[config.mk]
export PLATFORM = sky130hd
export DESIGN_NAME = sa_skew_feeder
export DESIGN_NICKNAME = d
export VERILOG_FILES = /design/src/rtl/sa_pkg.sv /design/src/rtl/sa_lane_delay.sv /design/src/rtl/sa_skew_feeder.sv
export SDC_FILE = /design/constraint.sdc
export NUM_CORES = 1
export LEC_CHECK = 0
export ABC_AREA = 1
export CORE_ASPECT_RATIO = 2
export CORE_MARGIN = 2
export CORE_UTILIZATION = 40
export CTS_BUF_LIST = sky130_fd_sc_hd__clkbuf_4
export CTS_CLUSTER_SIZE = 12
export DETAILED_ROUTE_END_ITERATION = 7
export PLACE_DENSITY = 0.74
export SYNTH_ARGS = -nofsm -noshare
export SYNTH_HDL_FRONTEND = slang
export SYNTH_SLANG_ARGS = --single-unit
[constraint.sdc]
create_clock -name sys_clk -period 3.3 [get_ports sys_clk]
set_clock_uncertainty 0.15 [all_clocks]
set_input_delay 0.33 -clock sys_clk [delete_from_list [all_inputs] [get_ports sys_clk]]
set_output_delay 0.33 -clock sys_clk [all_outputs]
set_load 0.1 [all_outputs]
[src/rtl/sa_pkg.sv]
// Shared definitions for the systolic-array subsystem: feeder FSM states and
// operand lane slice offsets used by both the skew feeder and the drain side.
package sa_pkg;

  typedef enum logic [1:0] {
    IDLE   = 2'd0,
    STREAM = 2'd1,
    FLUSH  = 2'd2
  } sa_feed_state_e;

  // A lanes occupy the low half of a beat, B lanes the high half.
  function automatic int a_lane_lsb(input int lane, input int width);
    return lane * width;
  endfunction

  function automatic int b_lane_lsb(input int lane, input int lanes, input int width);
    return (lanes + lane) * width;
  endfunction

endpackage

[src/rtl/sa_lane_delay.sv]
// Enable-gated shift register for one operand lane; DEPTH beats of delay,
// DEPTH=0 degenerates to a wire.
module sa_lane_delay #(
  parameter int WIDTH = 8,
  parameter int DEPTH = 1
) (
  input  logic             clk,
  input  logic             rst,
  input  logic             clr,
  input  logic             en,
  input  logic [WIDTH-1:0] d,
  output logic [WIDTH-1:0] q
);

  if (DEPTH == 0) begin : g_wire
    wire unused_ok = &{1'b0, clk, rst, clr, en};
    assign q = d;
  end else begin : g_shift
    logic [WIDTH-1:0] sr [DEPTH];

    always_ff @(posedge clk or posedge rst) begin
      if (rst) begin
        for (int j = 0; j < DEPTH; j++) sr[j] <= '0;
      end else if (clr) begin
        for (int j = 0; j < DEPTH; j++) sr[j] <= '0;
      end else if (en) begin
        sr[0] <= d;
        for (int j = 1; j < DEPTH; j++) sr[j] <= sr[j-1];
      end
    end

    // Oldest entry: the value pushed DEPTH writes ago.
    assign q = sr[DEPTH-1];
  end

endmodule

[src/rtl/sa_skew_feeder.sv]
// Skews operand beats diagonally (lane i delayed by i writes) and appends
// N-1 zero flush beats, writing everything into the array input FIFO.
module sa_skew_feeder
  import sa_pkg::*;
#(
  parameter int DIN_WIDTH = 8,
  parameter int N         = 4,
  parameter int BUS_WIDTH = 2 * DIN_WIDTH * N
) (
  input  logic                 sys_clk,
  input  logic                 rst,
  input  logic                 start,
  input  logic [7:0]           M_minus_one,
  input  logic                 s_valid,
  output logic                 s_ready,
  input  logic [BUS_WIDTH-1:0] s_data,
  input  logic                 in_fifo_full,
  output logic                 wr_fifo,
  output logic [BUS_WIDTH-1:0] din,
  output logic                 busy,
  output logic                 done
);

  // Handshake: a beat moves when s_valid && s_ready; a FIFO write happens in
  // every cycle wr_fifo is high, and wr_fifo is never high while in_fifo_full.

  localparam int FW         = (N > 2) ? $clog2(N) : 1;
  localparam int FLUSH_LAST = (N > 1) ? N - 2 : 0;

  sa_feed_state_e state, state_next;

  logic [7:0]    m_last;
  logic [7:0]    beat_cnt;
  logic [FW-1:0] flush_cnt;
  logic          start_acc;
  logic          done_set;

  always_ff @(posedge sys_clk or posedge rst) begin
    if (rst) state <= IDLE;
    else     state <= state_next;
  end

  always_comb begin
    state_next = state;
    s_ready    = 1'b0;
    wr_fifo    = 1'b0;
    start_acc  = 1'b0;
    done_set   = 1'b0;
    case (state)
      IDLE: begin
        if (start) begin
          start_acc  = 1'b1;
          state_next = STREAM;
        end
      end
      STREAM: begin
        s_ready = !in_fifo_full;
        wr_fifo = s_valid && !in_fifo_full;
        if (wr_fifo && (beat_cnt == m_last)) begin
          if (N > 1) begin
            state_next = FLUSH;
          end else begin
            state_next = IDLE;
            done_set   = 1'b1;
          end
        end
      end
      FLUSH: begin
        wr_fifo = !in_fifo_full;
        if (wr_fifo && (flush_cnt == FW'(FLUSH_LAST))) begin
          state_next = IDLE;
          done_set   = 1'b1;
        end
      end
      default: state_next = IDLE;
    endcase
  end

  always_ff @(posedge sys_clk or posedge rst) begin
    if (rst) begin
      m_last    <= '0;
      beat_cnt  <= '0;
      flush_cnt <= '0;
      done      <= 1'b0;
    end else begin
      done <= done_set;
      if (start_acc) begin
        m_last    <= M_minus_one;
        beat_cnt  <= '0;
        flush_cnt <= '0;
      end else begin
        if (state == STREAM && wr_fifo) beat_cnt  <= beat_cnt + 8'd1;
        if (state == FLUSH  && wr_fifo) flush_cnt <= flush_cnt + FW'(1);
      end
    end
  end

  assign busy = (state != IDLE);

  // Lane inputs are zero outside STREAM, which supplies the flush padding and
  // keeps the lane-0 pass-through quiet in IDLE.
  for (genvar i = 0; i < N; i++) begin : g_lane
    logic [DIN_WIDTH-1:0] a_in, b_in, a_out, b_out;

    assign a_in = (state == STREAM) ? s_data[a_lane_lsb(i, DIN_WIDTH) +: DIN_WIDTH] : '0;
    assign b_in = (state == STREAM) ? s_data[b_lane_lsb(i, N, DIN_WIDTH) +: DIN_WIDTH] : '0;

    sa_lane_delay #(.WIDTH(DIN_WIDTH), .DEPTH(i)) u_a_delay (
      .clk (sys_clk),
      .rst (rst),
      .clr (start_acc),
      .en  (wr_fifo),
      .d   (a_in),
      .q   (a_out)
    );

    sa_lane_delay #(.WIDTH(DIN_WIDTH), .DEPTH(i)) u_b_delay (
      .clk (sys_clk),
      .rst (rst),
      .clr (start_acc),
      .en  (wr_fifo),
      .d   (b_in),
      .q   (b_out)
    );

    assign din[a_lane_lsb(i, DIN_WIDTH) +: DIN_WIDTH]    = a_out;
    assign din[b_lane_lsb(i, N, DIN_WIDTH) +: DIN_WIDTH] = b_out;
  end

endmodule

After elaboration in Yosys (flattened, before gate mapping)
Cells that the tools add are included.
{ "word_totals": {"reg_bits": 117, "out_inout_bits": 68, "word_cells": 72} }
{ "op_classes": {"n_addsub": 2, "eq_ne": 7, "muxes": 34, "n_reduce_logical": 12} }
{ "op_table": {"columns": ["op", "count"], "rows": [
  ["$mux W8", 14],
  ["$mux W24", 4],
  ["$mux W16", 4],
  ["$mux W2", 5],
  ["$add A8 B1 Y8 const B", 1],
  ["$eq A8 B8 Y1", 1],
  ["$reduce_bool A2 Y1", 4],
  ["$ne A2 B2 Y1 const B", 3],
  ["$pmux W2 S3", 1],
  ["$logic_and A1 B1 Y1", 5],
  ["$mux W1", 5],
  ["$eq A2 B2 Y1 const B", 2],
  ["$reduce_and A3 Y1", 1],
  ["$add A2 B1 Y2 const B", 1],
  ["$eq A2 B1 Y1 const B", 1],
  ["$logic_not A2 Y1", 1],
  ["$pmux W1 S2", 1],
  ["$logic_not A1 Y1", 1]
]} }

Longest topological paths before layout
Gate-level depths: netlist of the first run.
{ "depth": {"depth_word": 6, "depth_mapped": 11, "mapped_depth_nobuf": 11} }

Modules after synthesis
From an unflattened synthesis of the first run, not the netlist that was laid out.
{ "hier_totals": {"cells_unflattened": 768, "hier_area_um2": 6027.0} }
{ "modules_own_cells": {"columns": ["mod", "instances", "cells_each", "area_each_um2", "seq_area_each_um2"], "rows": [
  ["sa_lane_delay (g_lane[3].u_a_delay ...)", 2, 114, 1033.5, 600.6],
  ["sa_skew_feeder", 1, 294, 1732.9, 525.5],
  ["sa_lane_delay (g_lane[2].u_a_delay ...)", 2, 79, 714.4, 400.4],
  ["sa_lane_delay (g_lane[1].u_a_delay ...)", 2, 36, 339.1, 200.2],
  ["sa_lane_delay (g_lane[0].u_a_delay ...)", 2, 8, 60.1, 0.0]
]} }

Least setup slack after synthesis of the first run
No wires, ideal clock.
{ "synth_timing": {"path_type": "register to output", "from": "register state[1]", "to": "output s_ready", "arrival_ns": 2.085, "required_ns": 2.820, "slack_ns": 0.735, "stages_incl_launch_ff": 6, "cell_sequence": "dfrtp_1 inv_1 ha_1 buf_4 inv_4 nor2_1"} }
{ "synth_via": {"elab_chain_cells": 2} }
{ "synth_lines": {"columns": ["item", "line", "rtl"], "rows": [
  ["start: declaration", "sa_skew_feeder.sv:30", "sa_feed_state_e state, state_next;"],
  ["start signal: assignment", "sa_skew_feeder.sv:40", "else state <= state_next;"],
  ["$eq A2 B1 Y1", "sa_skew_feeder.sv:49", "case (state)"],
  ["$mux W1", "sa_skew_feeder.sv:49", null],
  ["end: declaration", "sa_skew_feeder.sv:15", "output logic s_ready,"]
]} }
Every way passes these cells.

Final worst setup path of the first run
{ "layout_timing": {"from": "register state[0]", "to": "output wr_fifo"} }
{ "layout_via": {"elab_chain_cells": 2, "word_cells_on_any_way": 3} }
{ "layout_lines": {"columns": ["item", "line", "rtl"], "rows": [
  ["$eq A2 B2 Y1 / $eq A2 B1 Y1 (equally long branches)", "sa_skew_feeder.sv:49", null],
  ["$pmux W1 S2 *", "sa_skew_feeder.sv:49", null],
  ["end: declaration", "sa_skew_feeder.sv:18", "output logic wr_fifo,"]
]} }
Every way passes the cells marked *; elsewhere a longest branch is shown, timed or not.

==> results.md, run 1 <==
Clock tree:
- In this run the clock root is driven by a clkbuf_4.
- The latest clock arrival within the worst-skew pair is 520 ps.
- The number of gates resized after CTS was 0.
- In this run the number of H-tree levels came out at 4.
- TritonCTS built the clock tree.
- The post-CTS setup-driven buffer insertion count is 0.
- TritonCTS created 17 clock buffers.
- The largest buffer count on any clock path is 2.
- The sink count of the clock tree is 117.
- Clock-pin slew was measured on the worst setup and hold paths at 100 ps.
- After clock tree synthesis, the flow added hold-fix buffers numbering 0.

Floorplanning:
- The die covers 14750 µm².
- The area of the core is 13440 µm².
- The initialized floorplan defines 60 standard-cell rows.
- The die outline height is 169.8 µm.
- The I/O pin count is 145.
- In this run the horizontal extent of the chip is 86.88 µm.
- The initial utilization of the core area, before any placement, comes to 40.89%.

Place:
- The placed instance count is 857.
- The total of buffers placed on input and output ports is 144.
- The final weighted congestion of routability-driven global placement is 0.8306.
- Once detailed placement completed, the half-perimeter wirelength came to 9080 µm.

Finish:
- The signed area change from the synthesized netlist to the final layout is 28.01%.
- Cells with a size suffix above 1 make up 12.55% of the layout.
- The filler cells instantiated in the layout total 1219.
- The fraction of the core area covered by cells at the end of the flow is 52.35%.
- The post-layout instance count excluding filler cells is 889.
- The library cells used most frequently in the layout, excluding fill and tap cells, are clkdlybuf4s50_1 (123), dfrtp_1 (117), nand3_1 (113).
- The number of nets in the finished design is 805.
- Leaving out fill and tap cells, the most frequent cell in the layout is clkdlybuf4s50_1.

Synth:
- The number of nets in the synthesized netlist is 702.
- Synthesis handed over a netlist of 618 instances.
- The flop and latch count out of synthesis is 117.
- Of the synthesized area, sequential elements account for 53.28%.
- The number of distinct library cells after synthesis is 28.
- The biggest area contributor in the post-synthesis netlist is dfrtp_1.
- The top cell type's share of synthesized area is 53.28%.
- In the post-synthesis netlist, the biggest area contributors are dfrtp_1 (53%), nand3_1 (10%), nand2_1 (7.1%).
- After synthesis, the mean cell area works out to 8.892 µm².
- Yosys printed 0 warnings.
- The post-synth design cell area is 5495 µm².

Setup path:
- Along the worst path, the maximum fanout reaches 36.
- The reg-to-reg endpoint is g_lane[1].u_a_delay.q[5].
- Among all stages on the critical path, the largest delay is contributed by dfrtp_1.
- Data on the critical path arrives at its endpoint at 2520 ps.
- In this design, the critical path's most frequently occurring cell is inv_1.
- The kind of end point of the critical path is an output port.
- The sum of buffers and inverters on the critical path is 4.
- The required time at the endpoint of the critical path is 2820 ps.
- The worst register-to-register path has a depth of 9.
- The nature of the critical path startpoint is a flop.
- The maximum single-stage delay on the critical path is 440 ps.
- The worst register-to-register path begins at state[0].
- Traced cell by cell, the critical path runs through inv_1 -> ha_1 -> inv_1 -> o22ai_4 -> nand2_4 -> inv_1 -> buf_12.
- Grouping stages by cell kind, the critical path spends the most delay in buffers and inverters.
- The internal reg-to-reg setup slack is 720 ps.
- The kind of critical path is flop to output port.

Detailed routing:
- The vias per cell is 5.074.
- The overall via count from detail_route is 4511.
- After detailed routing, the number of remaining DRC violations is 0.
- The number of nets still failing antenna checks after routing is 0.
- In the final routed layout, each cell accounts on average for 14.62 µm.
- The detailed-route wire length is 13000 µm.
- The number of DRC markers in iteration 0 is 258.
- The count of TritonRoute iterations in the first routing pass is 6.

Run:
- The count of max-cap constraint violations is 0.

Outcome:
- The flow ran to the end, and the final reports show no timing, DRC or antenna violations.

Global route:
- The first-pass GRT wire length is 21420 µm.
- Global routing used 18.58% of the available tracks across all layers.
- The initial antenna violation count is 1.
- The via count of the first global-routing pass came to 4576.
- Entering global routing, the biggest net connects 95 pins.
- The overall overflow remaining after global route is 0.

Timing:
- The highest clock rate is 333.6 MHz.
- The max-slew violation count is 0.
- Hold timing on the final database bottoms out at a slack of 52.23 ps.
- Setup violations remaining at the end of the flow were counted as 0.
- The total negative slack is 0 ps.
- For the finished layout, the period the worst path requires is 2997 ps.
- Headroom to the max-slew limit came out at 31.16%.
- Setup repair after global routing left no endpoint under its margin.
- The post-route fraction of the period consumed by the critical path is 90.83%.
- For the pin with the worst max-slew slack, the measured transition is 1029 ps.
- The final hold violation count was 0.

Hold path:
- The tightest min-delay check is of the primary input to asynchronous set/reset pin type.

Power and ir drop:
- The power density over the cells is 727.5 nW/µm².
- The leakage dissipation is 0.003427 µW.
- After layout, the design draws a total of 5117 µW.
- The maximum resistive drop on vdd is 0.8865 mV.
[registers in the layout, indices dropped and copies added (netlist names)]
signal                       count
g_lane.u_a_delay.g_shift.sr     24
done                             1
m_last                           8
g_lane.u_a_delay.q              24
state                            2
g_lane.u_b_delay.g_shift.sr     24
flush_cnt                        2
g_lane.u_b_delay.q              24
beat_cnt                         8
[power breakdown]
part           internal, µW  switching (µW)  total [µW]
Clock                   602             522        1120
Sequential             1650             115        1760
Combinational           528            1700        2230
[how the worst max path moves through the flow]
| stage | from | endpoint | cells after the start |
|---|---|---|---|
| after floorplan | state[1] | s_ready | 5 |
| after global placement | in_fifo_full | g_lane[3].u_a_delay.g_shift.sr[19] | 9 |
| after detailed placement | in_fifo_full | g_lane[1].u_a_delay.q[5] | 9 |
| after CTS | state[0] | wr_fifo | 7 |
| after global routing | state[0] | wr_fifo | 7 |
| final | state[0] | wr_fifo | 7 |
[cell type report]
| cell class | count | area, µm² | area share, % |
|---|---|---|---|
| antenna | 1 | 2.502 | 0.03557 |
| clock buffer | 19 | 142.6 | 2.028 |
| clock inverter | 12 | 161.4 | 2.295 |
| inverter | 81 | 310.3 | 4.411 |
| multi-input combinational | 352 | 1822 | 25.90 |
| sequential | 117 | 2928 | 41.62 |
| tap | 155 | 193.9 | 2.757 |
| timing repair buffer | 152 | 1474 | 20.95 |
[kinds of logic after synthesis]
family,after synthesis,share of synthesized area [%]
adders and majority gates,7,1.594
AOI/OAI and AO/OA,89,10.11
DFF,117,53.28
xor gates and xnor gates,2,0.3188
buffers and inverters,149,13.66
and+or+nand+nor,254,21.04
[cells in the mapped netlist]
cell type / number
dfrtp_1: 117
nand3_1: 113
nand2_1: 104
inv_1: 79
o21ai_0: 48
buf_4: 40
o21ai_2: 22
nor2_1: 21
clkbuf_1: 12
a21oi_1: 8
o22ai_1: 8
buf_2: 7
ha_1: 7
buf_1: 5
nand4_1: 5
buf_6: 4
nand2_2: 3
or2_2: 3
nor3_1: 2
xor2_1: 2
inv_2: 1
inv_4: 1
nand2_4: 1
nor2_4: 1
nor2_8: 1
o21ai_1: 1
o22ai_4: 1
o31ai_1: 1
[metal layers]
metal  up-vias  global-route usage [%]  routed length (µm)
li1       2166                       -                   -
met1      2159                   20.88                4919
met2       148                   32.09                7011
met3        38                   4.329                 569
met4         0                   9.375                 501
met5         -                       0                   0
[through the flow]
stage / cell area [µm²] / setup slack (ps)
global placement: 6728 / 690.7
finish: 7034 / 302.7
detailed placement: 6728 / 621.5
CTS: 7032 / 246.6
global route: 7034 / 112.2
floorplan: 5499 / 734.5
Note: power is estimated with default switching activity, not from simulation.
==> run 2: changes to the inputs <==
CORE_UTILIZATION = 43   (was 40)
PLACE_DENSITY = 0.79   (was 0.74)
==> results.md, run 2 (same netlist as run 1, synthesis figures left out) <==
Timing:
- The worst-margin pin slew is 1032 ps (+2.698 ps).
- Setup repair after global routing left no endpoint under its margin.
- The max-slew violation count is 0 (unchanged).
- The total setup violations reported at the end of the flow is 0 (unchanged).
- The final hold violation count came to 0 (unchanged).
- The total negative slack is 0 ps (unchanged).
- The highest clock rate came to 350.5 MHz (+5.0%).
- The post-route fraction of the period consumed by the critical path came to 86.47% (-4.4 points).
- The worst slew margin relative to its limit is 30.98% (-0.18 points).
- The shortest period the worst path allows came to 2853 ps (-143.9 ps).

Clock tree:
- The largest buffer count on any clock path came to 2 (unchanged).
- The total of hold buffers inserted after clock tree synthesis is 0 (unchanged).
- The post-CTS setup-driven buffer insertion count is 0 (unchanged).
- The depth of the CTS H-tree is 4 (unchanged).
- The library cell used as clock root buffer is clkbuf_4.
- The sink count of the clock tree is 117 (unchanged).
- The latest clock arrival within the worst-skew pair is 500 ps (-20 ps).
- TritonCTS built the clock tree.
- The clock transition at the register clock pins on the worst setup and hold paths after CTS is 110 ps (about the same).
- The number of resized instances in the post-cts repair step was 0 (unchanged).
- The total CTS buffers is 17 (unchanged).

Setup path:
- For this design, the slowest cell found on the critical path is dfrtp_1.
- The worst-path maximum fanout is 46 (+28%).
- The most numerous cell type found on the critical path is inv_1.
- Walking the worst path, the cells encountered are inv_1 -> ha_1 -> inv_1 -> o22ai_4 -> nand2_4 -> inv_1 -> buf_12.
- The nature of the critical path startpoint is a flop.
- The required time at the endpoint of the critical path is 2820 ps (about the same).
- The kind of end point of the critical path is an output port.
- The data arrival time of the worst path is 2370 ps (-150 ps).
- The maximum single-stage delay on the critical path is 440 ps (about the same).
- The kind of critical path is flop to output port.

Floorplanning:
- The area of the die is 13750 µm² (-6.7%).
- The die outline height was 163.9 µm (-3.5%).
- The floorplan die width is 83.94 µm (-3.4%).
- The I/O pin count is 145 (unchanged).
- The site row count is 58 (-3.3%).
- The area of the core is 12550 µm² (-6.6%).
- The effective utilization at floorplan is 43.77% (+2.9 points).

Finish:
- The fraction of layout instances using a drive strength above 1 came to 12.93% (+0.37 points).
- The library cell used most frequently in the layout, excluding fill and tap cells, is clkdlybuf4s50_1.
- The number of nets in the finished design came to 806 (+0.12%).
- Compared with the post-synthesis result, the final layout area differs by 28.26%.
- In the layout the commonest cells are clkdlybuf4s50_1 (122), dfrtp_1 (117), nand3_1 (113).

Power and ir drop:
- The net switching power figure is 2354 µW (+0.65%).
- The post-route total power is 5135 µW (+0.35%).
- The combinational cell fraction of total power came to 43.5% (about the same).
- The leakage dissipation came to 0.003443 µW (+0.47%).
- The power density over the cells is 728.6 nW/µm² (+0.16%).
- The internal power is 2781 µW (+0.10%).
- The maximum resistive drop on vdd was 0.5882 mV (-34%).
- The fraction of power consumed by the clock network is 22.2% (+0.2 points).
- The share of total power consumed by net switching came to 45.85% (+0.13 points).
- The sequential cell fraction of total power is 34.3% (-0.2 points).

Global route:
- The overall overflow remaining after global route is 0 (unchanged).
- The pin count of the biggest net entering global routing was 118 (+24%).
- The via count of the first global-routing pass is 4700 (+2.7%).
- The first-pass GRT wire length came to 21740 µm (+1.5%).
- The initial antenna violation count came to 1 (unchanged).
- The combined global-route utilization of all metal layers is 20.02% (+1.4 points).

Place:
- The final weighted congestion of routability-driven global placement was 0.8733 (+5.1%).
- The total of buffers placed on input and output ports is 144 (unchanged).
- The placed wire-length estimate after detailed placement is 9554 µm (+5.2%).

Detailed routing:
- The vias per cell is 5.106 (+0.63%).
- The number of DRC markers in iteration 0 is 201 (-22%).
- The number of nets still failing antenna checks after routing came to 0 (unchanged).
- The count of TritonRoute iterations in the first routing pass came to 4 (-2).
- The overall via count from detail_route was 4524 (+0.29%).
- The wire length per cell was 15.00 µm (+2.5%).
- The detailed-route wire length is 13290 µm (+2.2%).
- The final routed DRC violation total is 0 (unchanged).

Run:
- The count of max-cap constraint violations is 0 (unchanged).

Hold path:
- The class of the worst hold path is primary input to asynchronous set/reset pin.

Outcome:
- The run finished with clean final reports.
## run 2: power groups by stage
| stage | clock (µW) | sequential (µW) | combinational (µW) |
|---|---|---|---|
| after floorplan | 0 | 2020 | 1500 |
| final | 1140 | 1760 | 2230 |
| after global placement | 0 | 1780 | 2190 |
| after global routing | 1230 | 1790 | 2410 |
| after CTS | 1170 | 1760 | 2250 |
| after detailed placement | 0 | 1790 | 2240 |
## run 2: worst max-delay path, delay by kind of cell (launching register included)
family,cells,cell delay [ps]
and+or+nand+nor,1,320
adders and majority gates,1,250
DFF,1,440
buffers and inverters,4,690
AOI/OAI and AO/OA,1,170
## run 2: per-stage QoR
stage	area [µm²]	cells	util (%)	setup slack (ps)	hold WS [ps]
6_report	7048	886	56.14	446.6	164.1
5_1_grt	7048	886	56.14	238.9	192.9
4_1_cts	7046	885	56.12	383.2	170.3
3_5_place_dp	6726	853	53.58	528.8	313.2
3_3_place_gp	6726	853	53.58	638.6	316.0
2_1_floorplan	5499	618	-	734.5	289.6
## run 2: final cells by class
class                           instances  area, µm²
Antenna cell                            1      2.502
Clock buffer                           18      135.1
Clock inverter                         14      183.9
Fill cell                            1115       5507
Inverter                               81      310.3
Multi-Input combinational cell        352       1822
Sequential cell                       117       2928
Tap cell                              150      187.7
Timing Repair Buffer                  153       1479
## run 2: layer usage
| layer | up-vias | global-route usage, % | wire, µm |
|---|---|---|---|
| met4 | 0 | 12.61 | 667 |
| met2 | 162 | 35.89 | 7276 |
| li1 | 2179 | - | - |
| met5 | - | 0 | 0 |
| met3 | 47 | 4.020 | 580 |
| met1 | 2136 | 21.20 | 4762 |
## run 2: worst paths after layout
| path | start | endpoint | slack (ps) | cells past startpoint |
|---|---|---|---|---|
| min in group sys_clk | M_minus_one[0] | m_last[0] | 210 | 3 |
| max in group asynchronous | rst | beat_cnt[4] | 2320 | 3 |
| min reg2reg | g_lane[3].u_a_delay.g_shift.sr[19] | g_lane[3].u_a_delay.g_shift.sr[11] | 340 | 2 |
| max reg2reg | state[0] | flush_cnt[1] | 610 | 8 |
| min | rst | g_lane[1].u_a_delay.q[4] | 160 | 3 |
| max | state[0] | wr_fifo | 450 | 7 |
==> run 3: changes to the inputs <==
--- a/config.mk
+++ b/config.mk
@@ -15,2 +15,3 @@
 export PLACE_DENSITY = 0.79
+export SLEW_MARGIN = 20
 export SYNTH_ARGS = -nofsm -noshare
--- a/constraint.sdc
+++ b/constraint.sdc
@@ -4,2 +4,2 @@
 set_output_delay 0.33 -clock sys_clk [all_outputs]
-set_load 0.1 [all_outputs]
+set_load 0.005 [all_outputs]
==> results.md, run 3 (same netlist as run 1, synthesis figures left out) <==
Timing:
- The worst slew margin relative to its limit is 49.42% (+18 points).
- The max-slew violation count is 0 (unchanged).
- The shortest period the worst path allows is 3016 ps (+162.9 ps).
- The total negative slack is 0 ps (unchanged).
- The highest clock rate was 331.5 MHz (-5.4%).
- The final hold violation count is 0 (unchanged).
- The total setup violations reported at the end of the flow was 0 (unchanged).
- The post-route fraction of the period consumed by the critical path is 91.40% (+4.9 points).
- Setup repair after global routing left no endpoint under its margin.
- The worst-margin pin slew is 757.0 ps (-275.0 ps).

Detailed routing:
- The highest layer touched by signal routing is met4.
- The met1 wire length is 4804 µm (+0.88%).
- The wire length per cell came to 14.85 µm (-0.97%).
- The overall via count from detail_route is 4481 (-0.95%).
- The number of DRC markers in iteration 0 is 266 (+32%).
- The vias per cell is 5.052 (-1.1%).
- The number of nets still failing antenna checks after routing is 0 (unchanged).
- The final routed DRC violation total was 0 (unchanged).
- The met3 wire length is 528 µm (-9.0%).
- The routed wire length on met2 is 7299 µm (+0.32%).
- The count of TritonRoute iterations in the first routing pass is 5 (+1).
- The detailed-route wire length was 13170 µm (-0.86%).

Global route:
- The initial antenna violation count came to 1 (unchanged).
- The overall overflow remaining after global route is 0 (unchanged).
- The combined global-route utilization of all metal layers is 20.06% (+0.040 points).
- The first-pass GRT wire length is 21960 µm (+0.98%).
- The pin count of the biggest net entering global routing is 60 (-49%).
- The via count of the first global-routing pass is 4801 (+2.1%).

Floorplanning:
- The area of the core is 12550 µm² (unchanged).
- The floorplan die width is 83.94 µm (unchanged).
- The area of the die is 13750 µm² (unchanged).
- The site row count is 58 (unchanged).
- The die outline height is 163.9 µm (unchanged).
- The I/O pin count is 145 (unchanged).
- The effective utilization at floorplan is 43.77% (unchanged).

Finish:
- The area of the multi-input gates is 1822 µm² (unchanged).
- The filler cell count in the final layout was 1142 (+2.4%).
- The commonest non-fill, non-tap cell in the layout is clkdlybuf4s50_1.
- The fraction of the core area covered by cells at the end of the flow was 56.35% (+0.21 points).
- In the layout the commonest cells are clkdlybuf4s50_1 (144), dfrtp_1 (117), nand3_1 (113).
- The number of nets in the finished design is 807 (+0.12%).
- The total area of sequential cells is 2928 µm² (unchanged).
- The signed area change from the synthesized netlist to the final layout is 28.73%.
- The fraction of layout instances using a drive strength above 1 is 10.19% (-2.7 points).

Clock tree:
- The total CTS buffers is 17 (unchanged).
- TritonCTS built the clock tree.
- The latest clock arrival within the worst-skew pair is 510 ps (about the same).
- The root buffer cell chosen for the clock tree is clkbuf_4.
- The post-CTS setup-driven buffer insertion count came to 0 (unchanged).
- The depth of the CTS H-tree is 4 (unchanged).
- The sink count of the clock tree is 117 (unchanged).
- The clock transition at the register clock pins on the worst setup and hold paths after CTS is 110 ps (about the same).
- The total of hold buffers inserted after clock tree synthesis is 0 (unchanged).
- The largest buffer count on any clock path is 2 (unchanged).
- The number of resized instances in the post-cts repair step is 0 (unchanged).

Hold path:
- The worst hold path belongs to the class primary input to asynchronous set/reset pin.

Run:
- The count of max-cap constraint violations is 0 (unchanged).

Power and ir drop:
- The leakage dissipation is 0.003386 µW (-1.6%).
- The maximum resistive drop on vdd came to 0.4315 mV (-27%).
- The power density over the cells is 596.9 nW/µm² (-18%).

Setup path:
- The nature of the critical path startpoint is a flop.
- The setup path with the least slack is of type flop to output port.
- The data arrival time of the worst path is 2540 ps (+170 ps).
- The internal reg-to-reg setup slack is 810 ps (+200 ps).
- The worst-path maximum fanout was 18 (-61%).
- The required time at the endpoint of the critical path is 2820 ps (about the same).
- The number of cells on the worst reg-to-reg path is 8 (unchanged).
- The worst setup path is captured at an output port.

Place:
- The total of buffers placed on input and output ports was 144 (unchanged).
- The placed wire-length estimate after detailed placement is 9605 µm (+0.54%).
- The final weighted congestion of routability-driven global placement is 0.9100 (+4.2%).

Outcome:
- The flow ran to the end, and the final reports show no timing, DRC or antenna violations.
-- run 3: power breakdown --
group          leakage [µW]  switching (µW)  internal [µW]  total, µW
Clock              0.000149             546            527       1070
Combinational       0.00163             844            543       1390
Sequential          0.00161             115           1650       1760
-- run 3: worst max-delay path, stage by stage (launching register included) --
cell	delay, ps
dfrtp_1	420
inv_1	140
ha_1	160
buf_4	210
inv_4	80
o22ai_4	140
nand2_4	160
inv_1	180
clkdlybuf4s50_1	530
-- run 3: path summary, 6_finish.rpt --
kind / startpoint / to
worst max-delay path: state[1] / wr_fifo
worst min-delay path: rst / g_lane[1].u_a_delay.q[2]
worst max register to register: state[0] / g_lane[3].u_b_delay.g_shift.sr[12]
worst min register to register: g_lane[3].u_a_delay.g_shift.sr[22] / g_lane[3].u_a_delay.g_shift.sr[14]
max in group asynchronous: rst / g_lane[3].u_a_delay.q[0]
min in group sys_clk: M_minus_one[0] / m_last[0]
-- run 3: area by class of cell --
class / count / area share [%]
Inverter: 81 / 4.386
Tap cell: 150 / 2.653
Antenna cell: 1 / 0.03537
Clock buffer: 18 / 1.910
Timing Repair Buffer: 154 / 21.61
Multi-Input combinational cell: 352 / 25.75
Clock inverter: 14 / 2.264
Sequential cell: 117 / 41.39
-- run 3: routing by layer --
metal / global-route usage (%) / up-vias
met1: 20.86 / 2130
li1: - / 2173
met5: 0 / -
met4: 11.66 / 0
met2: 36.98 / 144
met3: 3.869 / 34
-- run 3: per-stage QoR --
| step | worst slack (ps) | instance area [µm²] | power (µW) | hold slack, ps | instances |
|---|---|---|---|---|---|
| after floorplan | 1393 | 5499 | 2670 | 289.6 | 618 |
| after CTS | 204.9 | 7072 | 4275 | 118.3 | 886 |
| after global routing | 85.99 | 7074 | 4510 | 159.0 | 887 |
| after global placement | 809.0 | 6777 | 3128 | 309.3 | 854 |
| final | 283.7 | 7074 | 4223 | 135.6 | 887 |
| after detailed placement | 742.5 | 6777 | 3194 | 316.1 | 854 |
